===== config.mk =====
export PLATFORM = sky130hd
export DESIGN_NAME = qarma64_core
export DESIGN_NICKNAME = d
export VERILOG_FILES = /design/src/rtl/qarma64_core.sv
export SDC_FILE = /design/constraint.sdc
export NUM_CORES = 2
export LEC_CHECK = 0
export CAP_MARGIN = 0
export CORE_MARGIN = 2
export CORE_UTILIZATION = 52
export CTS_CLUSTER_DIAMETER = 80
export DETAILED_ROUTE_END_ITERATION = 8
export PLACE_DENSITY_LB_ADDON = 0.05
export REMOVE_ABC_BUFFERS = 1
export SLEW_MARGIN = 20
export SYNTH_ARGS = -nofsm -noshare
export SYNTH_HDL_FRONTEND = slang
export SYNTH_SLANG_ARGS = --single-unit

===== constraint.sdc =====
create_clock -name clk -period 30.3 [get_ports clk]
set_clock_uncertainty 0.15 [all_clocks]
set_input_delay 9.09 -clock clk [delete_from_list [all_inputs] [get_ports clk]]
set_output_delay 9.09 -clock clk [all_outputs]
set_load 0.02 [all_outputs]

===== src/rtl/qarma64_core.sv =====
// Iterative QARMA-64 tweakable block cipher: one round per clock, forward half,
// reflector, backward half. The sigma1 S-box is an involution, so one S-box layer serves both halves.
module qarma64_core #(
   parameter int ROUNDS  = 7,
   parameter int OUT_REG = 1
) (
   input  logic         clk,
   input  logic         reset,
   input  logic         in_valid,
   output logic         in_ready,
   input  logic         decrypt,
   input  logic [63:0]  in,
   input  logic [63:0]  tweak,
   input  logic [127:0] key,
   output logic         out_valid,
   input  logic         out_ready,
   output logic [63:0]  out,
   output logic         busy
);

   generate
      if (ROUNDS < 5 || ROUNDS > 7) begin : g_bad_rounds
         $error("qarma64_core: ROUNDS must be in 5..7");
      end
   endgenerate

   localparam logic [2:0]  LAST    = 3'(ROUNDS);
   localparam logic [63:0] ALPHA   = 64'hC0AC29B7C97C50DD;
   // Each nibble i holds the source cell index for destination cell i (cell 0 = MSB nibble).
   localparam logic [63:0] TAU     = 64'h0B6DA1C75E38F492;
   localparam logic [63:0] TAU_INV = 64'h05FAD827BE41639C;
   localparam logic [63:0] H_PERM  = 64'h65EF01237CD489AB;
   localparam logic [63:0] H_INV   = 64'h4567B108CDEF9A23;
   localparam logic [15:0] OMEGA_CELLS = 16'b1101_1000_1001_0100;
   localparam logic [63:0] RC [0:7] = '{
      64'h0000000000000000, 64'h13198A2E03707344, 64'hA4093822299F31D0, 64'h082EFA98EC4E6C89,
      64'h452821E638D01377, 64'hBE5466CF34E90C6C, 64'h3F84D5B5B5470917, 64'h9216D5D98979FB1B};

   function automatic logic [63:0] permute(input logic [63:0] x, input logic [63:0] p);
      logic [63:0] y;
      y = '0;
      for (int i = 0; i < 16; i++) begin
         y[63-4*i -: 4] = x[63-4*int'(p[63-4*i -: 4]) -: 4];
      end
      return y;
   endfunction

   // Columns are multiplied by circ(0, rho, rho^2, rho) with rho = 1-bit left rotate of a nibble.
   function automatic logic [63:0] mix_columns(input logic [63:0] x);
      logic [63:0] y;
      logic [3:0]  a, b, c;
      y = '0;
      for (int row = 0; row < 4; row++) begin
         for (int col = 0; col < 4; col++) begin
            a = x[63-4*(4*((row+1)%4)+col) -: 4];
            b = x[63-4*(4*((row+2)%4)+col) -: 4];
            c = x[63-4*(4*((row+3)%4)+col) -: 4];
            y[63-4*(4*row+col) -: 4] = {a[2:0], a[3]} ^ {b[1:0], b[3:2]} ^ {c[2:0], c[3]};
         end
      end
      return y;
   endfunction

   function automatic logic [63:0] tweak_fwd(input logic [63:0] t);
      logic [63:0] y;
      logic [3:0]  b;
      y = permute(t, H_PERM);
      for (int i = 0; i < 16; i++) begin
         if (OMEGA_CELLS[15-i]) begin
            b = y[63-4*i -: 4];
            y[63-4*i -: 4] = {b[0] ^ b[1], b[3:1]};
         end
      end
      return y;
   endfunction

   function automatic logic [63:0] tweak_bwd(input logic [63:0] t);
      logic [63:0] y;
      logic [3:0]  b;
      y = t;
      for (int i = 0; i < 16; i++) begin
         if (OMEGA_CELLS[15-i]) begin
            b = y[63-4*i -: 4];
            y[63-4*i -: 4] = {b[2:0], b[3] ^ b[0]};
         end
      end
      return permute(y, H_INV);
   endfunction

   function automatic logic [3:0] sigma1(input logic [3:0] v);
      case (v)
         4'h0: return 4'hA;   4'h1: return 4'hD;   4'h2: return 4'hE;   4'h3: return 4'h6;
         4'h4: return 4'hF;   4'h5: return 4'h7;   4'h6: return 4'h3;   4'h7: return 4'h5;
         4'h8: return 4'h9;   4'h9: return 4'h8;   4'hA: return 4'h0;   4'hB: return 4'hC;
         4'hC: return 4'hB;   4'hD: return 4'h1;   4'hE: return 4'h2;   default: return 4'h4;
      endcase
   endfunction

   typedef enum logic [2:0] {IDLE, FWD, REFL, BWD, DONE} fsm_t;

   fsm_t        fsm_reg;
   logic [2:0]  cnt_reg;
   logic [63:0] state_reg, tweak_reg, wa_reg, wb_reg, kc_reg, k1_reg;
   logic        ready_reg, valid_reg, busy_reg;

   logic [63:0] w0_in, w1_in, rc, fwd_x, fwd_lin, sub_in, sub_out;
   logic [63:0] tweak_b, bwd_lin, bwd_out, refl_out, result;
   logic        whiten, last_bwd;

   assign w0_in   = key[127:64];
   assign w1_in   = {w0_in[0], w0_in[63:1]} ^ {63'b0, w0_in[63]};
   // The counter reaches LAST on the whitening round of either half; round 0 skips the linear layer.
   assign whiten  = (cnt_reg == LAST);
   assign rc      = RC[cnt_reg];
   assign fwd_x   = state_reg ^ tweak_reg ^ (whiten ? wb_reg : (kc_reg ^ rc));
   assign fwd_lin = (cnt_reg == 3'd0) ? fwd_x : mix_columns(permute(fwd_x, TAU));
   assign sub_in  = (fsm_reg == BWD) ? state_reg : fwd_lin;

   for (genvar gi = 0; gi < 16; gi++) begin : g_sbox
      assign sub_out[4*gi +: 4] = sigma1(sub_in[4*gi +: 4]);
   end

   assign tweak_b  = whiten ? tweak_reg : tweak_bwd(tweak_reg);
   assign bwd_lin  = (cnt_reg == 3'd0) ? sub_out : permute(mix_columns(sub_out), TAU_INV);
   assign bwd_out  = bwd_lin ^ tweak_b ^ (whiten ? wa_reg : (kc_reg ^ rc ^ ALPHA));
   assign refl_out = permute(mix_columns(permute(state_reg, TAU)) ^ k1_reg, TAU_INV);
   assign result   = bwd_out ^ wb_reg;
   assign last_bwd = (fsm_reg == BWD) && (cnt_reg == 3'd0);

   always_ff @(posedge clk or posedge reset) begin
      if (reset) begin
         fsm_reg   <= IDLE;
         cnt_reg   <= '0;
         state_reg <= '0;
         tweak_reg <= '0;
         wa_reg    <= '0;
         wb_reg    <= '0;
         kc_reg    <= '0;
         k1_reg    <= '0;
         ready_reg <= 1'b1;
         valid_reg <= 1'b0;
         busy_reg  <= 1'b0;
      end else begin
         case (fsm_reg)
            IDLE: if (in_valid) begin
               state_reg <= in ^ (decrypt ? w1_in : w0_in);
               wa_reg    <= decrypt ? w1_in : w0_in;
               wb_reg    <= decrypt ? w0_in : w1_in;
               kc_reg    <= decrypt ? (key[63:0] ^ ALPHA) : key[63:0];
               k1_reg    <= decrypt ? mix_columns(key[63:0]) : key[63:0];
               tweak_reg <= tweak;
               cnt_reg   <= '0;
               fsm_reg   <= FWD;
               ready_reg <= 1'b0;
               busy_reg  <= 1'b1;
            end
            FWD: begin
               state_reg <= sub_out;
               if (whiten) begin
                  fsm_reg <= REFL;
               end else begin
                  tweak_reg <= tweak_fwd(tweak_reg);
                  cnt_reg   <= cnt_reg + 3'd1;
               end
            end
            REFL: begin
               state_reg <= refl_out;
               fsm_reg   <= BWD;
            end
            BWD: begin
               tweak_reg <= tweak_b;
               if (last_bwd) begin
                  state_reg <= result;
                  fsm_reg   <= DONE;
                  valid_reg <= 1'b1;
               end else begin
                  state_reg <= bwd_out;
                  cnt_reg   <= cnt_reg - 3'd1;
               end
            end
            DONE: if (out_ready) begin
               fsm_reg   <= IDLE;
               valid_reg <= 1'b0;
               ready_reg <= 1'b1;
               busy_reg  <= 1'b0;
            end
            default: fsm_reg <= IDLE;
         endcase
      end
   end

   generate
      if (OUT_REG != 0) begin : g_out_reg
         logic [63:0] out_reg;
         always_ff @(posedge clk or posedge reset) begin
            if (reset)         out_reg <= '0;
            else if (last_bwd) out_reg <= result;
         end
         assign out = out_reg;
      end else begin : g_out_state
         assign out = state_reg;
      end
   endgenerate

   assign in_ready  = ready_reg;
   assign out_valid = valid_reg;
   assign busy      = busy_reg;

endmodule


Word-level counts from Yosys, hierarchy flattened
Memories as Yosys holds them, arrays and structs flattened. Cells that the tools add are included.

Bits in latches: 0. Memory bits (read-only): 1536. RAM bits: 0. Output and inout bits: 67. Memories: 17. Flip-flop bits (word level): 457. Word-level logic and storage cells: 246. Bits of input ports: 261.

Divide/modulo/power cells: 0. Equal/unequal tests: 11. Reductions and logical operators: 14. Magnitude comparators: 1. Bitwise operators: 154. $mul: 0. Muxes and demuxes: 35. Shift operators: 0. Add/sub/neg operators: 2.

Memories: (name not given) (depth 8, bits a word 64, rd ports 1, clocked after memory_dff 0, write ports 0, line 114) `assign rc = RC[cnt_reg];`; (name not given) (depth 16, bits a word 4, rd ports 1, clocked after memory_dff 0, write ports 0, line 91) `case (v)`; (name not given) (depth 16, bits a word 4, rd ports 1, clocked after memory_dff 0, write ports 0, line 91); (name not given) (depth 16, bits a word 4, rd ports 1, clocked after memory_dff 0, write ports 0, line 91); (name not given) (depth 16, bits a word 4, rd ports 1, clocked after memory_dff 0, write ports 0, line 91); (name not given) (depth 16, bits a word 4, rd ports 1, clocked after memory_dff 0, write ports 0, line 91); 11 more memories.

Operators by type and width (count): $mux 64 (16); $xor 4x4->4 (128); $xor 64x64->64 (8); $pmux 64 s4 (1); $pmux 64 s3 (1); $not 32->32 (2); $xor 64x1->64 (1); $mux 3 (7); $pmux 3 s5 (1); $xor 1x1->1 (14); $ne 2x2->1 const B (6); $pmux 3 s3 (1); $reduce_and 3->1 (3); $reduce_and 4->1 (2); $eq 3x2->1 const B (2); $eq 3x3->1 const B (2); $logic_not 3->1 (2); $pmux 1 s2 (3); $mux 1 (5); $ge 4x4->1 const B (1); $not 3->4 (1); $reduce_and 2->1 (2); $reduce_bool 2->1 (2); $reduce_bool 4->1 (1); 5 further kinds (5).

Depth between registers and ports, before layout
An unclocked memory read counts as a cell.

Depth in word-level cells: 20. Depth in mapped cells: 21. Mapped depth without buffers: 15.

Worst setup path before layout
OpenSTA, ideal clock, no wires.

Kind: input-to-reg. From: input port decrypt. To: register k1_reg[35]. Setup time: 0.133 ns. Buffers on the path: 6. Required time: 30.017 ns. Data arrival time: 11.264 ns. Cell stages on the path: 8. Setup slack: 18.753 ns. Cell sequence: clkbuf_1 > buf_1 > clkbuf_1 > buf_1 > clkbuf_1 > buf_1 > mux2i_1 > o21ai_0.

Longest elaborated chain between the ends: 1.

Ends and longest elaborated chain: from (decl) (line 11) `input logic decrypt,`; $mux 64 (line 150) `k1_reg <= decrypt ? mix_columns(key[63:0]) : key[63:0];`; to (signal assigned) (line 150); to (decl) (line 103) `logic [63:0] state_reg, tweak_reg, wa_reg, wb_reg, kc_reg, k1_reg;`.

Every way passes these cells. A chain may end at the register's enable or synchronous reset.

Final worst setup path
From: input port decrypt. To: register state_reg[41].

Longest elaborated chain between the ends: 4.

Ends and longest elaborated chain: $mux 64 (line 146) `state_reg <= in ^ (decrypt ? w1_in : w0_in);`; $xor 64x64->64 (line 146); $mux 64 (line 145) `IDLE: if (in_valid) begin`; $pmux 64 s4 (line 144) `case (fsm_reg)`; to (signal assigned) (line 146); to (signal assigned) (line 158) `state_reg <= sub_out;`; to (signal assigned) (line 167) `state_reg <= refl_out;`; to (decl) (line 103).

Every way passes these cells. The select of a mux whose other input is x is not followed.

==> flow_summary.toml <==
[die]
core-area_sq_um = 77700
initial_utilization_pct = 52.7
die_w_um = 285
fp.dieH_um = 285
die_area_sq_um = 81000
ios = 328
core.rowCount = 102

[sta]
fin_crit_ps = 12080
setup_tns_ps = 0
fmax_mhz = 82.8
tightest_slew_ps = 1330
slew_violations = 0
relSlewSlack_pct = 10.4
period_share_pct = 39.9
rsz0062_at_grt = "false"
setup_viol = 0
hold_violations = 0

[logic_synthesis]
yosysMostFrequentCell = "xnor2_1"
synth_top_area_share_pct = 27.9
synth-edff-count = 0
syn_inst = 4924
ys_ff_latch = 457
synth_common_cells = "xnor2_1, nand2_1, dfrtp_1"
syn_area_sq_um = 40900
synth.area.top_cells = "dfrtp_1, xnor2_1, xor2_1, nand2_1, o21ai_0"
yosysSeqAreaShare_pct = 27.9
synth-async-reset-ratio_pct = 100
yosysWarningCount = 0
ys.flop_type = "dfrtp_1"
avgSynthCellArea_sq_um = 8.31
synth_cell_types = 121
synth_area_leader_cell = "dfrtp_1"

[setup_path]
criticalPathCategory = "input port to register"
critical-path-max-stage-delay_ps = 790
cp_data_required_time_ps = 30650
cpMostUsedCell = "buf_4"
cp-start-kind = "input port"
end_kind = "register"
cp_cell_sequence = "buf_8 > buf_4 > buf_4 > nor2b_1 > a21oi_1 > xor2_1 > o22ai_1 > nor3_1 > nand3_1 > mux2i_1 > a211oi_1"
crit_arrival_ps = 12430
slowest_stage = "buf_4"
crit_fanout = 68

[cts]
cts_resized = 0
clock_latency_ps = 660
tritoncts = "built"
clkTransAtPathRegs_ps = 60
cts-root-buf = "clkbuf_16"
cts_buffer_depth = 3
numCtsBuffers = 55
htree_levels = 2
cts_hold_buf = 0
post_cts_buffers = 0
clkSinkCount = 457

[final_layout]
multi_input_area_sq_um = 27700
area_delta_synth_final_pct = 13.9
layout-drive-gt1-share_pct = 7.15
finalNonFillerCells = 6064
fillers = 7100
seqCellArea_sq_um = 11400
nets = 5250

[grt]
grt_max_degree = 147
grt_pass1_vias = 37700
grt_usage_pct = 47.7
antenna_found_initial = 8
grt.overflow.total = 0
grt_pass1_wl_um = 279000

[route]
drt-pass1-iter-count = 9
wirelength_um = 199000
post-route-drc-count = 4
via_per_inst = 6.78
ant_nets = 0
via_count = 41100
drt_iter0_drc = 5912
wl_per_cell_um = 32.8

[place]
place_inst = 5960
dpl.hpwl_um = 144000
io_buffers = 327
place.gp.congestion = 1.08

[run_status]
status = "finished, violations left"
violations = "design-rule violations"

[flow_run]
maxCapViolations = 0

[worst_hold_path]
min_path_type = "register to register"
==> placed cells by master, fill, tap and decap left out, types with 35 or more instances in the layout <==
master and count:
xnor2_1 654, nand2_1 617, dfrtp_1 453, o21ai_0 450, a21oi_1 338, clkdlybuf4s50_1 326
xor2_1 290, nor2_1 253, mux2i_1 118, buf_4 98, nor2b_1 80, and3_1 77
nor3_1 76, a221oi_1 76, o22ai_1 72, clkbuf_16 57, a211oi_1 53, nand3_1 49
xnor3_1 47, inv_1 38, nand2b_1 37, a21o_1 36, o211ai_1 35
==> kinds of logic after synthesis <==
logic type / synth area share (%)
xor gates and xnor gates: 24.2
DFF: 27.9
and+or+nand+nor: 15.7
adders and majority gates: 0.355
AOI/OAI and AO/OA: 23.5
buffers and inverters: 4.92
muxes: 3.33
==> per-layer routing <==
layer	part of all wire [%]	GRT usage, %	vias to the layer above
met1	36	60.6	19500
li1	-	-	17400
met4	10	36.8	8
met3	14	16.4	938
met2	39	66.0	3235
met5	0.046	0.655	-
==> final timing paths <==
path                             from       endpoint  slack (ps)  cells after the start
setup / recovery              decrypt  state_reg[41]       18220                     11
hold / removal                out[62]        out[62]         320                      2
setup reg to reg           cnt_reg[2]  state_reg[19]       21810                     16
hold reg to reg               out[62]        out[62]         320                      2
max in group asynchronous       reset     cnt_reg[2]       19670                      3
min in group asynchronous       reset        out[35]        8830                      2
==> layout make-up <==
class,instances,share of cell area [%]
Timing Repair Buffer,428,8.73
Tap cell,1040,2.79
Clock buffer,75,3.46
Inverter,42,0.354
Multi-Input combinational cell,3994,59.4
Antenna cell,4,0.0215
Sequential cell,457,24.5
Clock inverter,24,0.735
==> stage by stage <==
step	utilization [%]	hold slack, ps	setup WS, ps	instance area (sq um)
2_1_floorplan	-	299	8320	39100
3_3_place_gp	57.4	303	17750	44600
3_5_place_dp	57.4	306	17690	44600
4_1_cts	60.0	319	18350	46600
5_1_grt	60.0	341	18020	46600
6_report	60.0	316	18220	46600
==> critical path, delay by kind of cell <==
kind / cells / cell delay, ps
buf+inv: 3 / 1840
simple gates: 3 / 560
compound gates: 3 / 460
xor+xnor: 1 / 190
mux: 1 / 150
Power is left out: the tool's default activity adds up to more than one toggle a clock period on the data nets, which glitch-free logic cannot reach.
